File: config.mk
export PLATFORM = sky130hd
export DESIGN_NAME = serial_gp_adder
export DESIGN_NICKNAME = d
export VERILOG_FILES = /design/src/rtl/serial_gp_adder_pkg.sv /design/src/rtl/serial_gp_adder_gp_cell.sv /design/src/rtl/serial_gp_adder.sv
export SDC_FILE = /design/constraint.sdc
export NUM_CORES = 1
export LEC_CHECK = 0
export ABC_AREA = 1
export CORE_MARGIN = 2
export CORE_UTILIZATION = 34
export DETAILED_ROUTE_END_ITERATION = 16
export PLACE_DENSITY = 0.54
export SETUP_SLACK_MARGIN = 0.02
export SYNTH_ARGS = -nofsm -noshare
export SYNTH_HDL_FRONTEND = slang
export SYNTH_HIERARCHICAL = 1
export SYNTH_SLANG_ARGS = --single-unit
File: constraint.sdc
create_clock -name clk -period 1.5 [get_ports clk]
set_input_delay 0.225 -clock clk [delete_from_list [all_inputs] [get_ports clk]]
set_output_delay 0.225 -clock clk [all_outputs]
set_load 0.01 [all_outputs]
File: src/rtl/serial_gp_adder_pkg.sv
// Shared definitions for the bit-serial G/P adder: controller state encoding.
package serial_gp_adder_pkg;

  typedef enum logic [1:0] {
    IDLE = 2'd0,
    RUN  = 2'd1,
    DONE = 2'd2
  } state_t;

endpackage

File: src/rtl/serial_gp_adder_gp_cell.sv
// Single-bit generate/propagate cell: g/p terms plus the sum bit for an incoming carry.
module gp_cell (
  input  logic x,
  input  logic y,
  input  logic c,
  output logic g,
  output logic p,
  output logic s
);

  assign g = x & y;
  assign p = x ^ y;
  assign s = p ^ c;

endmodule

File: src/rtl/serial_gp_adder.sv
// Bit-serial adder/subtractor: one gp_cell plus a carry register, LSB first,
// with a start/busy/done handshake.
module serial_gp_adder
  import serial_gp_adder_pkg::*;
#(
  parameter int unsigned WIDTH = 8
) (
  input  logic             clk,
  input  logic             rst_n,
  input  logic             start,
  input  logic             sub,
  input  logic [WIDTH-1:0] a,
  input  logic [WIDTH-1:0] b,
  input  logic             cin,
  output logic             busy,
  output logic             done,
  output logic [WIDTH-1:0] sum,
  output logic             cout,
  output logic             ovf
);

  localparam int unsigned IW = $clog2(WIDTH) + 1;

  state_t           state, state_nx;
  logic [WIDTH-1:0] x_sr, y_sr, sum_r;
  logic [IW-1:0]    idx;
  logic             carry, c_msb, cout_r, ovf_r;
  logic             g, p, s, c_nx;
  logic             last_bit, msb_in_bit;

  assign last_bit   = (idx == IW'(WIDTH - 1));
  assign msb_in_bit = (idx == IW'(WIDTH - 2));

  // Operands shift right so the active bit is always at position 0.
  gp_cell u_cell (
    .x (x_sr[0]),
    .y (y_sr[0]),
    .c (carry),
    .g (g),
    .p (p),
    .s (s)
  );

  assign c_nx = g | (p & carry);

  always_ff @(posedge clk or negedge rst_n) begin
    if (!rst_n) state <= IDLE;
    else        state <= state_nx;
  end

  always_comb begin
    state_nx = state;
    unique case (state)
      IDLE:    if (start)    state_nx = RUN;
      RUN:     if (last_bit) state_nx = DONE;
      DONE:    state_nx = IDLE;
      default: state_nx = IDLE;
    endcase
  end

  always_ff @(posedge clk or negedge rst_n) begin
    if (!rst_n) begin
      x_sr   <= '0;
      y_sr   <= '0;
      sum_r  <= '0;
      idx    <= '0;
      carry  <= 1'b0;
      c_msb  <= 1'b0;
      cout_r <= 1'b0;
      ovf_r  <= 1'b0;
    end else begin
      case (state)
        IDLE: begin
          if (start) begin
            x_sr  <= a;
            y_sr  <= sub ? ~b : b;
            carry <= sub ? 1'b1 : cin;
            idx   <= '0;
          end
        end
        RUN: begin
          x_sr  <= x_sr >> 1;
          y_sr  <= y_sr >> 1;
          // Sum bits enter at the MSB and settle into place after WIDTH shifts.
          sum_r <= {s, sum_r[WIDTH-1:1]};
          carry <= c_nx;
          idx   <= idx + IW'(1);
          if (msb_in_bit) c_msb <= c_nx;
          if (last_bit) begin
            cout_r <= c_nx;
            ovf_r  <= c_msb ^ c_nx;
          end
        end
        default: ;
      endcase
    end
  end

  assign busy = (state == RUN);
  assign done = (state == DONE);
  assign sum  = sum_r;
  assign cout = cout_r;
  assign ovf  = ovf_r;

endmodule

Word-level counts from Yosys, hierarchy flattened
Index checks and enable logic that the tools add are counted.
Storage, ports and cells
  register bits after elaboration: 34
  input port bits: 21
  word-level logic and storage cells: 42
Cells by class
  add/sub/neg operators: 1
  muxes and demuxes: 13
  bitwise operators: 7
  reductions and logical operators: 6
  equal/unequal tests: 6
Operators by type and width (count)
  one-hot mux 8 bit (2 select lines): 2
  2-to-1 mux 8 bit: 3
  equality test 4 x 3 -> 1 bit, second input constant: 2
  inverter 8 bit: 1
  one-hot mux 4 bit (2 select lines): 1
  AND reduction 2 bit: 4
  adder 4 x 1 -> 4 bit, second input constant: 1
  2-to-1 mux 2 bit: 2
  2-to-1 mux 4 bit: 1
  one-hot mux 2 bit (2 select lines): 1
  XOR 1 bit: 3
  bitwise AND 1 bit: 2
  equality test 2 x 1 -> 1 bit, second input constant: 1
  equality test 2 bit, second input constant: 1
  zero test 2 bit: 1
  2-to-1 mux 1 bit: 2
  != test 2 x 1 -> 1 bit, second input constant: 1
  != test 2 bit, second input constant: 1
  one-hot mux 1 bit (2 select lines): 1
  nonzero test 2 bit: 1
  OR 1 bit: 1

Logic depth before layout (Yosys ltp)
Gate-level depths: netlist of the first run.
  depth after elaboration: 4
  depth in mapped cells: 7
  mapped depth without buffers: 7

By module
Netlist of the first run, hierarchy kept.
By module, submodules not included
  serial_gp_adder: cells an instance 200, area an instance 1636.6 um^2, instances 1
  gp_cell: cells an instance 6, area an instance 31.3 um^2, instances 1

Worst setup path before layout of the first run
OpenSTA, ideal clock, no wires.
  path kind: register to register
  from: register y_sr[0]
  to: register ovf_r (netlist: ovf)
  slack: 0.371 ns
  cell stages (with the launch flop): 8
  arrival: 1.012 ns
  setup time: 0.116 ns
  cells stage by stage: dfrtp_1 > ha_1 > nand2_1 > nand2_1 > nand2_1 > nand2_1 > nand2_1 > nand2_1
On the way
  longest elaborated chain between the ends: 4
RTL lines
  from (decl): RTL line serial_gp_adder.sv:25  | logic [WIDTH-1:0] x_sr, y_sr, sum_r;
  from (signal assigned): RTL line serial_gp_adder.sv:76  | y_sr <= sub ? ~b : b;
  from (signal assigned): RTL line serial_gp_adder.sv:83  | y_sr <= y_sr >> 1;
  XOR 1 bit: RTL line serial_gp_adder_gp_cell.sv:12  | assign p = x ^ y;
  via p: RTL line serial_gp_adder.sv:28  | logic g, p, s, c_nx;
  bitwise AND 1 bit: RTL line serial_gp_adder.sv:44  | assign c_nx = g | (p & carry);
  OR 1 bit: RTL line serial_gp_adder.sv:44
  XOR 1 bit: RTL line serial_gp_adder.sv:91  | ovf_r <= c_msb ^ c_nx;
  to (signal assigned): RTL line serial_gp_adder.sv:91
  to (decl): RTL line serial_gp_adder.sv:27  | logic carry, c_msb, cout_r, ovf_r;
The timed path passes the listed nets, and every way through them passes these cells.
A chain may end at the register's enable or synchronous reset.

Final worst setup path of the first run
  from: register sum_r[4] (netlist: sum[4])
  to: output port sum[4]
RTL lines
  from (decl): RTL line serial_gp_adder.sv:25
  from (signal assigned): RTL line serial_gp_adder.sv:85  | sum_r <= {s, sum_r[WIDTH-1:1]};
  to (decl): RTL line serial_gp_adder.sv:17  | output logic [WIDTH-1:0] sum,
No word-level cell between the ends.

==> summary.txt, run 1 <==
Placed design
  – Placed cell count: 302
  – Pre-CTS setup slack: 0.132 ns
  – # port buffers: 32
  – DP HPWL: 2340 um
  – Placer Congestion: 0.736

Floorplanning
  – Site Rows: 25
  – Die Area: 5480 um2
  – Area of the core: 4720 um2
  – Chip width: 74.0 um
  – Initial Utilization: 35.3%
  – I/O pin cnt: 33
  – Die Span Y: 74.0 um

Timing
  – Hold slack: 0.318 ns
  – Fmax: 0.711 GHz
  – Final hold vios: 0
  – Setup TNS Final: 0 ns
  – Slew HR: 77.0%
  – Fin crit share: 93.8%
  – RSZ-0062 raised after global routing: no
  – Worst Skew: 0.00706 ns
  – Final setup fails: 0
  – Fin. max-slew vios: 0
  – Minimum clock period: 1.41 ns
  – Final worst slack: 0.0937 ns
  – Worst Max-Slew Pin Slew: 0.345 ns

Clock tree
  – CTS clock-pin slew for the worst setup and hold paths: 0.06 ns
  – CTS H-tree lvls: 2
  – CTS tree: done
  – # clock sinks: 34
  – CTS buffer count: 5
  – Skew-Pair Late Insertion Delay: 0.28 ns
  – Root buf cell: clkbuf_8
  – CTS Buffer Depth: 2

Job
  – Number of max-cap violations: 0

Cells and area
  – Filler Cells Inserted: 488
  – Nets: 266
  – Final cell count without fillers: 309
  – N_diodes: 0
  – Share of cells above drive strength 1: 7.02%
  – Layout area overhead: 28.4%
  – Area taken by multi-input logic gates: 667 um2
  – Reg area: 851 um2

Global route
  – GRT Resource Usage Total: 13.6%
  – Initial antenna violation count: 0
  – Largest net degree at the start of global routing: 37
  – GR Overflow Total: 0
  – Vias in the first global route: 1274
  – First-pass GRT wire length: 5710 um

Route
  – WL final: 3410 um
  – Vias per cell: 4.58
  – Iter 0 DRT Violations: 112
  – Top Metal Used: met4
  – Vias: 1414
  – Final antenna-violating net count: 0
  – Metal3 WL: 139 um
  – Avg WL per Cell: 11.0 um
  – Met2 wire len: 1550 um
  – Residual DRC: 0
  – Met1 wire length: 1690 um
  – DR pass1 iterations: 5

Yosys
  – Post-synth top area share: 51.0%
  – Synth Register Bits: 34
  – Cells after synthesis: 206
  – Avg Cell Area, Syn: 8.10 um2
  – YS warnings: 6
  – Ranking of synthesized cells by area: dfrtp_1 (51%), nand2_1 (16%), nand3_1 (12%), inv_1 (4.3%), o21ai_1 (3.0%)
  – Post-Syn Nets: 230
  – Leading area contributor after synthesis: dfrtp_1
  – Post-synthesis sequential area ratio: 51.0%
  – Netlist Area Pre-Place: 1670 um2
  – Post-synth cell types: 19

Critical path
  – Critical path's top delay family: buffers and inverters
  – CP max stage delay: 0.54 ns
  – R2r startpoint: state[1]
  – Worst R2R End: cout
  – Worst-path fanout max: 3
  – CP required: 1.27 ns
  – Flop-to-flop setup slack: 0.23 ns
  – Crit. End Element: output port
  – Crit path DAT: 1.18 ns
  – Startpoint types: flip-flop
  – Worst Path Class, Setup: reg -> out
  – CP Cell Sequence: clkdlybuf4s50_1
  – CP Buf/Inv Count: 1
  – Worst path slowest cell: clkdlybuf4s50_1
  – Reg2Reg Depth: 6

Min path
  – HP Class: in -> async

Power
  – Leakage: 1.05 nW
  – VDD IR max: 0.593 mV
  – Power per cell area: 1700 nW/um2

Run status
  – Status: completed
==> cell type report <==
class / instances / share of cell area [%]
multi-input combinational: 141 / 31.2
timing repair buffer: 38 / 17.7
sequential: 34 / 39.7
tap: 67 / 3.92
inverter: 22 / 3.97
clock buffer: 7 / 3.57
==> cells in the mapped netlist, drive strengths merged <==
master and number:
dfrtp 34, nand4 5, buf 9, nor2 5, ha 3, xnor2 2, nand3 39, o211ai 1
o21ai 15, inv 22, nand2 71
==> routing by layer <==
metal	GRT usage [%]	vias up
met1	17.9	646
met4	5.45	0
met2	21.3	29
met5	0	-
li1	-	737
met3	3.66	2
==> repair_timing <==
action | CTS | global route
endpoints found under the setup margin | 2 | 1
gates resized for setup | 2 | 1
hold buffers | 0 | 0
gates cloned | 0 | 0
buffers inserted | 0 | 0
==> through the flow <==
stage	utilization [%]	total power, mW	instance area [um2]
after floorplan	-	2.55	1670
after global placement	43.7	3.06	2060
after detailed placement	43.7	3.08	2060
after CTS	45.3	3.71	2140
after global routing	45.3	3.95	2140
final	45.3	3.65	2140
==> worst max path at each step <==
stage               startpoint  endpoint  slack (ns)  cells after the start
finish                  sum[4]    sum[4]        0.09                      1
global route            sum[4]    sum[4]        0.05                      1
CTS                     sum[2]    sum[2]        0.07                      1
detailed placement       start    idx[2]        0.13                      5
global placement      state[0]      done        0.12                      2
floorplan              y_sr[0]       ovf        0.37                      7
==> placed cells by master (no fill, tap or decap), types with 2 or more instances in the layout <==
master	instances
o21ai_1	10
clkbuf_8	5
nand2_1	69
nand3_1	39
nand4_1	5
inv_2	2
clkbuf_1	2
o21ai_0	5
dlygate4sd2_1	2
buf_4	5
dfrtp_1	34
clkdlybuf4s50_1	29
ha_1	3
nor2_1	4
xnor2_1	2
inv_1	19
==> sequential cells by signal, indices dropped and copies added (netlist names) <==
register,count
cout,1
y_sr,8
state,2
c_msb,1
x_sr,8
ovf,1
sum,8
idx,4
carry,1
==> kinds of logic (layout without fill, tap and decap cells) <==
group           after synthesis  in the layout  synth area share (%)
simple gates                120            120                  31.7
flops                        34             34                  51.0
buf+inv                      31             67                  9.00
compound gates               16             16                  4.95
fa+ha+maj                     3              3                  2.25
xor+xnor                      2              2                  1.05
==> power breakdown <==
part	switching [mW]	leakage (nW)	internal, mW
clock network	0.308	0.0383	0.319
registers	0.238	0.439	1.28
logic	0.836	0.574	0.662
(Power assumes the default switching activity.)
==> inputs of run 2 (changes only) <==
Settings changed: PLACE_DENSITY 0.54 to 0.59.
==> summary.txt, run 2 (synthesis results as in run 1) <==
Cells and area
  – Filler Cells Inserted: 492 (+0.82%)
  – Nets: 267 (+0.38%)
  – Layout area overhead: 29.6%
  – Share of cells above drive strength 1: 8.61% (+1.6 points)
  – Commonest non-fill, non-tap cell in the layout: nand2_1
  – Most frequent cells in the layout: nand2_1 (69), nand3_1 (39), dfrtp_1 (33)
  – Final cell count without fillers: 311 (+0.65%)
  – N_diodes: 0 (unchanged)
  – Area taken by multi-input logic gates: 667 um2 (unchanged)
  – Reg area: 852 um2 (+0.15%)

Power
  – VDD IR max: 0.613 mV (+3.4%)
  – Leakage: 1.05 nW (about the same)
  – Tot Pwr: 3.75 mW (+2.9%)
  – Power per cell area: 1740 nW/um2 (+1.8%)

Placed design
  – Placed cell count: 302 (unchanged)
  – Pre-CTS setup slack: 0.144 ns (+0.0113 ns)
  – Placer Congestion: 0.753 (+2.4%)
  – # port buffers: 32 (unchanged)
  – DP HPWL: 2380 um (+1.6%)

Critical path
  – CP max stage delay: 0.54 ns (about the same)
  – CP Cell Sequence: clkdlybuf4s50_1
  – Crit. End Element: output port
  – Worst path slowest cell: clkdlybuf4s50_1
  – Worst Path Class, Setup: reg -> out
  – Startpoint types: flip-flop
  – Reg2Reg Depth: 7 (+1)
  – Levels on crit path: 1 (unchanged)
  – CP required: 1.27 ns (about the same)
  – Critical path's top delay family: buffers and inverters
  – CP Buf/Inv Count: 1 (unchanged)
  – Crit path DAT: 1.20 ns (+0.02 ns)
  – Worst-path fanout max: 3 (unchanged)

Route
  – Vias: 1476 (+4.4%)
  – DR pass1 iterations: 5 (unchanged)
  – Vias per cell: 4.75 (+3.7%)
  – Final antenna-violating net count: 0 (unchanged)
  – Iter 0 DRT Violations: 87 (-22%)
  – WL final: 3540 um (+3.9%)
  – Avg WL per Cell: 11.4 um (+3.3%)
  – Residual DRC: 0 (unchanged)

Timing
  – Final hold vios: 0 (unchanged)
  – Slew HR: 76.0% (-0.94 points)
  – RSZ-0062 raised after global routing: no
  – Fmax: 0.703 GHz (-1.1%)
  – Final setup fails: 0 (unchanged)
  – Worst Max-Slew Pin Slew: 0.359 ns (+0.0140 ns)
  – Minimum clock period: 1.42 ns (+0.0154 ns)
  – Worst Skew: 0.0133 ns (+0.00619 ns)
  – Setup TNS Final: 0 ns (unchanged)
  – Fin. max-slew vios: 0 (unchanged)
  – Final worst slack: 0.0782 ns (-0.0154 ns)
  – Fin crit share: 94.8% (+1.0 points)

Floorplanning
  – I/O pin cnt: 33 (unchanged)
  – Die Span Y: 74.0 um (unchanged)
  – Chip width: 74.0 um (unchanged)
  – Site Rows: 25 (unchanged)
  – Die Area: 5480 um2 (unchanged)
  – Area of the core: 4720 um2 (unchanged)
  – Initial Utilization: 35.3% (unchanged)

Clock tree
  – CTS tree: done
  – Skew-Pair Late Insertion Delay: 0.30 ns (+0.02 ns)
  – CTS clock-pin slew for the worst setup and hold paths: 0.08 ns (+0.02 ns)
  – # clock sinks: 34 (unchanged)
  – CTS Buffer Depth: 2 (unchanged)
  – Root buf cell: clkbuf_8
  – CTS H-tree lvls: 2 (unchanged)
  – CTS buffer count: 5 (unchanged)

Global route
  – GRT Resource Usage Total: 14.7% (+1.1 points)
  – Largest net degree at the start of global routing: 37 (unchanged)
  – Initial antenna violation count: 0 (unchanged)
  – GR Overflow Total: 0 (unchanged)
  – Vias in the first global route: 1386 (+8.8%)
  – First-pass GRT wire length: 6070 um (+6.2%)

Job
  – Number of max-cap violations: 0 (unchanged)

Run status
  – Status: completed

Min path
  – HP Class: in -> async
## run 2: cell types whose count changed in the layout (fill, tap and decap cells not counted)
| cell | change |
|---|---|
| clkdlybuf4s50_1 | +1 |
| clkbuf_1 | -1 |
| dlymetal6s2s_1 | -1 |
| buf_4 | +1 |
| dfrtp_2 | +1 |
| clkinv_2 | +1 |
| clkbuf_8 | +1 |
| dfrtp_1 | -1 |
## run 2: path summary, 6_finish.rpt
check	startpoint	to	slack [ns]
worst max-delay path	sum[2]	sum[2]	0.08
worst min-delay path	rst_n	sum[0]	0.29
worst max register to register	y_sr[0]	ovf	0.22
worst min register to register	cout	cout	0.48
max in group asynchronous	rst_n	state[0]	1.01
min in group clk	a[7]	x_sr[7]	0.47
## run 2: through the flow
stage	cell area, um2	hold slack [ns]	utilization [%]
floorplan	1670	-0.0706	-
global placement	2060	0.462	43.7
detailed placement	2060	0.468	43.7
CTS	2160	0.297	45.8
global route	2160	0.327	45.8
finish	2160	0.289	45.8
## run 2: what timing repair did
item | 4_1_cts | 5_1_grt
hold buffers | 0 | 0
endpoints found under the setup margin | 2 | 0
resized for setup | 3 | 0
setup buffers | 1 | 0
endpoints found under the hold margin | 0 | 0
## run 2: worst reg2reg max path: cells and delay by family (launching register included)
| kind | cells | cell delay (ns) |
|---|---|---|
| fa+ha+maj | 1 | 0.34 |
| flops | 1 | 0.40 |
| simple gates | 6 | 0.43 |
## run 2: cell type report
| class | instances | share of cell area (%) |
|---|---|---|
| clock buffer | 7 | 3.99 |
| sequential | 34 | 39.4 |
| clock inverter | 1 | 0.231 |
| timing repair buffer | 39 | 17.7 |
| tap | 67 | 3.88 |
| inverter | 22 | 3.94 |
| multi-input combinational | 141 | 30.8 |
## run 2: power breakdown
group	leakage, nW	internal [mW]	total, mW	switching (mW)
registers	0.438	1.29	1.53	0.240
clock network	0.0482	0.370	0.714	0.344
logic	0.566	0.670	1.51	0.843
total	1.05	2.33	3.75	1.43
## run 2: layer usage
| layer | vias to the layer above | global-route usage [%] | part of all wire (%) |
|---|---|---|---|
| met5 | - | 0 | 0 |
| met2 | 45 | 24.0 | 47 |
| met1 | 686 | 17.4 | 44 |
| li1 | 738 | - | - |
| met3 | 7 | 4.61 | 7.3 |
| met4 | 0 | 7.27 | 2.0 |
==> inputs of run 3 (changes only) <==
Settings changed: MAX_ROUTING_LAYER from default to met4.
==> summary.txt, run 3 (synthesis results as in run 1) <==
Run status
  – Status: completed

Route
  – Vias: 1464 (-0.81%)
  – Final antenna-violating net count: 0 (unchanged)
  – Avg WL per Cell: 11.4 um (about the same)
  – Iter 0 DRT Violations: 83 (-4.6%)
  – Residual DRC: 0 (unchanged)
  – DR pass1 iterations: 4 (-1)
  – WL final: 3540 um (about the same)
  – Vias per cell: 4.71 (-0.81%)

Timing
  – Fin crit share: 94.7% (about the same)
  – Slew HR: 76.3% (+0.28 points)
  – Worst Skew: 0.0130 ns (-0.000299 ns)
  – Setup TNS Final: 0 ns (unchanged)
  – Hold slack: 0.291 ns (+0.00191 ns)
  – RSZ-0062 raised after global routing: no
  – Worst Max-Slew Pin Slew: 0.355 ns (-0.00423 ns)
  – Fin. max-slew vios: 0 (unchanged)
  – Fmax: 0.704 GHz (about the same)
  – Final hold vios: 0 (unchanged)
  – Minimum clock period: 1.42 ns (-0.000631 ns)
  – Final setup fails: 0 (unchanged)

Power
  – Psw: 1.42 mW (-0.39%)
  – Cell-internal power: 2.33 mW (about the same)
  – Net Sw Frac: 37.9% (-0.091 points)
  – Comb pwr share: 40.3% (about the same)
  – Clk pwr share: 19.0% (about the same)
  – Power per cell area: 1730 nW/um2 (-0.15%)
  – Seq pwr share: 40.7% (about the same)
  – VDD IR max: 0.611 mV (-0.28%)
  – Tot Pwr: 3.75 mW (-0.15%)
  – Leakage: 1.05 nW (unchanged)

Clock tree
  – Skew-Pair Late Insertion Delay: 0.29 ns (about the same)
  – # clock sinks: 34 (unchanged)
  – CTS clock-pin slew for the worst setup and hold paths: 0.08 ns (about the same)
  – Root buf cell: clkbuf_8
  – CTS buffer count: 5 (unchanged)
  – CTS H-tree lvls: 2 (unchanged)
  – Post-CTS Hold Buffers: 0 (unchanged)
  – CTS tree: done
  – CTS Buffer Depth: 2 (unchanged)

Placed design
  – Area of placed instances: 2060 um2 (unchanged)
  – Placer Congestion: 0.763 (+1.3%)
  – DP HPWL: 2380 um (unchanged)
  – # port buffers: 32 (unchanged)
  – Placed cell count: 302 (unchanged)

Critical path
  – CP required: 1.27 ns (about the same)
  – CP Buf/Inv Count: 1 (unchanged)
  – Critical path's top delay family: buffers and inverters
  – Worst Path Class, Setup: reg -> out
  – Crit path DAT: 1.20 ns (about the same)
  – Crit. End Element: output port
  – Reg2Reg Depth: 7 (unchanged)
  – CP Cell Sequence: clkdlybuf4s50_1
  – Worst path slowest cell: clkdlybuf4s50_1
  – CP max stage delay: 0.54 ns (about the same)
  – Worst-path fanout max: 3 (unchanged)
  – Startpoint types: flip-flop
  – Levels on crit path: 1 (unchanged)

Floorplanning
  – I/O pin cnt: 33 (unchanged)
  – Area of the core: 4720 um2 (unchanged)
  – Initial Utilization: 35.3% (unchanged)
  – Chip width: 74.0 um (unchanged)
  – Die Span Y: 74.0 um (unchanged)
  – Site Rows: 25 (unchanged)
  – Die Area: 5480 um2 (unchanged)

Cells and area
  – Layout area overhead: 29.6% (unchanged)
  – Final instance area: 2160 um2 (unchanged)
  – N_diodes: 0 (unchanged)
  – Most frequent cells in the layout: nand2_1 (69), nand3_1 (39), dfrtp_1 (33)
  – Nets: 267 (unchanged)
  – Share of cells above drive strength 1: 8.61% (unchanged)
  – Commonest non-fill, non-tap cell in the layout: nand2_1
  – Final cell count without fillers: 311 (unchanged)

Job
  – Number of max-cap violations: 0 (unchanged)

Min path
  – HP Class: in -> async

Global route
  – GR Overflow Total: 0 (unchanged)
  – First-pass GRT wire length: 6070 um (unchanged)
  – Initial antenna violation count: 0 (unchanged)
  – Largest net degree at the start of global routing: 37 (unchanged)
  – Vias in the first global route: 1386 (unchanged)
  – GRT Resource Usage Total: 15.1% (+0.46 points)
-- run 3: layout make-up --
class                      count  area (um2)
clock inverter                 1        5.00
multi-input combinational    141         667
timing repair buffer          39         383
tap                           67        83.8
inverter                      22        85.1
fill                         492        2560
clock buffer                   7        86.3
sequential                    34         852
-- run 3: repair_timing --
item / 4_1_cts / 5_1_grt
buffers inserted: 1 / 0
hold endpoints to repair: 0 / 0
resized for setup: 3 / 0
setup endpoints to repair: 2 / 0
-- run 3: routing by layer --
metal	up-vias	share of wire [%]	global-route usage, %
li1	737	-	-
met1	679	44	17.4
met2	41	47	24.0
met3	7	7.1	4.61
met4	0	1.8	7.27
met5	-	0	-
-- run 3: stage by stage --
stage,utilization [%],setup slack [ns]
detailed placement,43.7,0.144
floorplan,-,0.371
global route,45.8,0.0297
CTS,45.8,0.0728
finish,45.8,0.0788
global placement,43.7,0.127
-- run 3: worst paths after layout --
kind | start | endpoint | slack [ns]
max reg2reg | y_sr[0] | ovf | 0.22
min in group clk | a[7] | x_sr[7] | 0.47
max in group asynchronous | rst_n | state[0] | 1.01
max | sum[2] | sum[2] | 0.08
min | rst_n | sum[0] | 0.29
min reg2reg | cout | cout | 0.48
-- run 3: power groups by stage --
stage / sequential (mW) / combinational, mW / clock [mW]
final: 1.53 / 1.51 / 0.713
after CTS: 1.53 / 1.54 / 0.721
after global routing: 1.58 / 1.72 / 0.753
after global placement: 1.54 / 1.51 / 0
after floorplan: 1.55 / 1.00 / 0
after detailed placement: 1.54 / 1.54 / 0
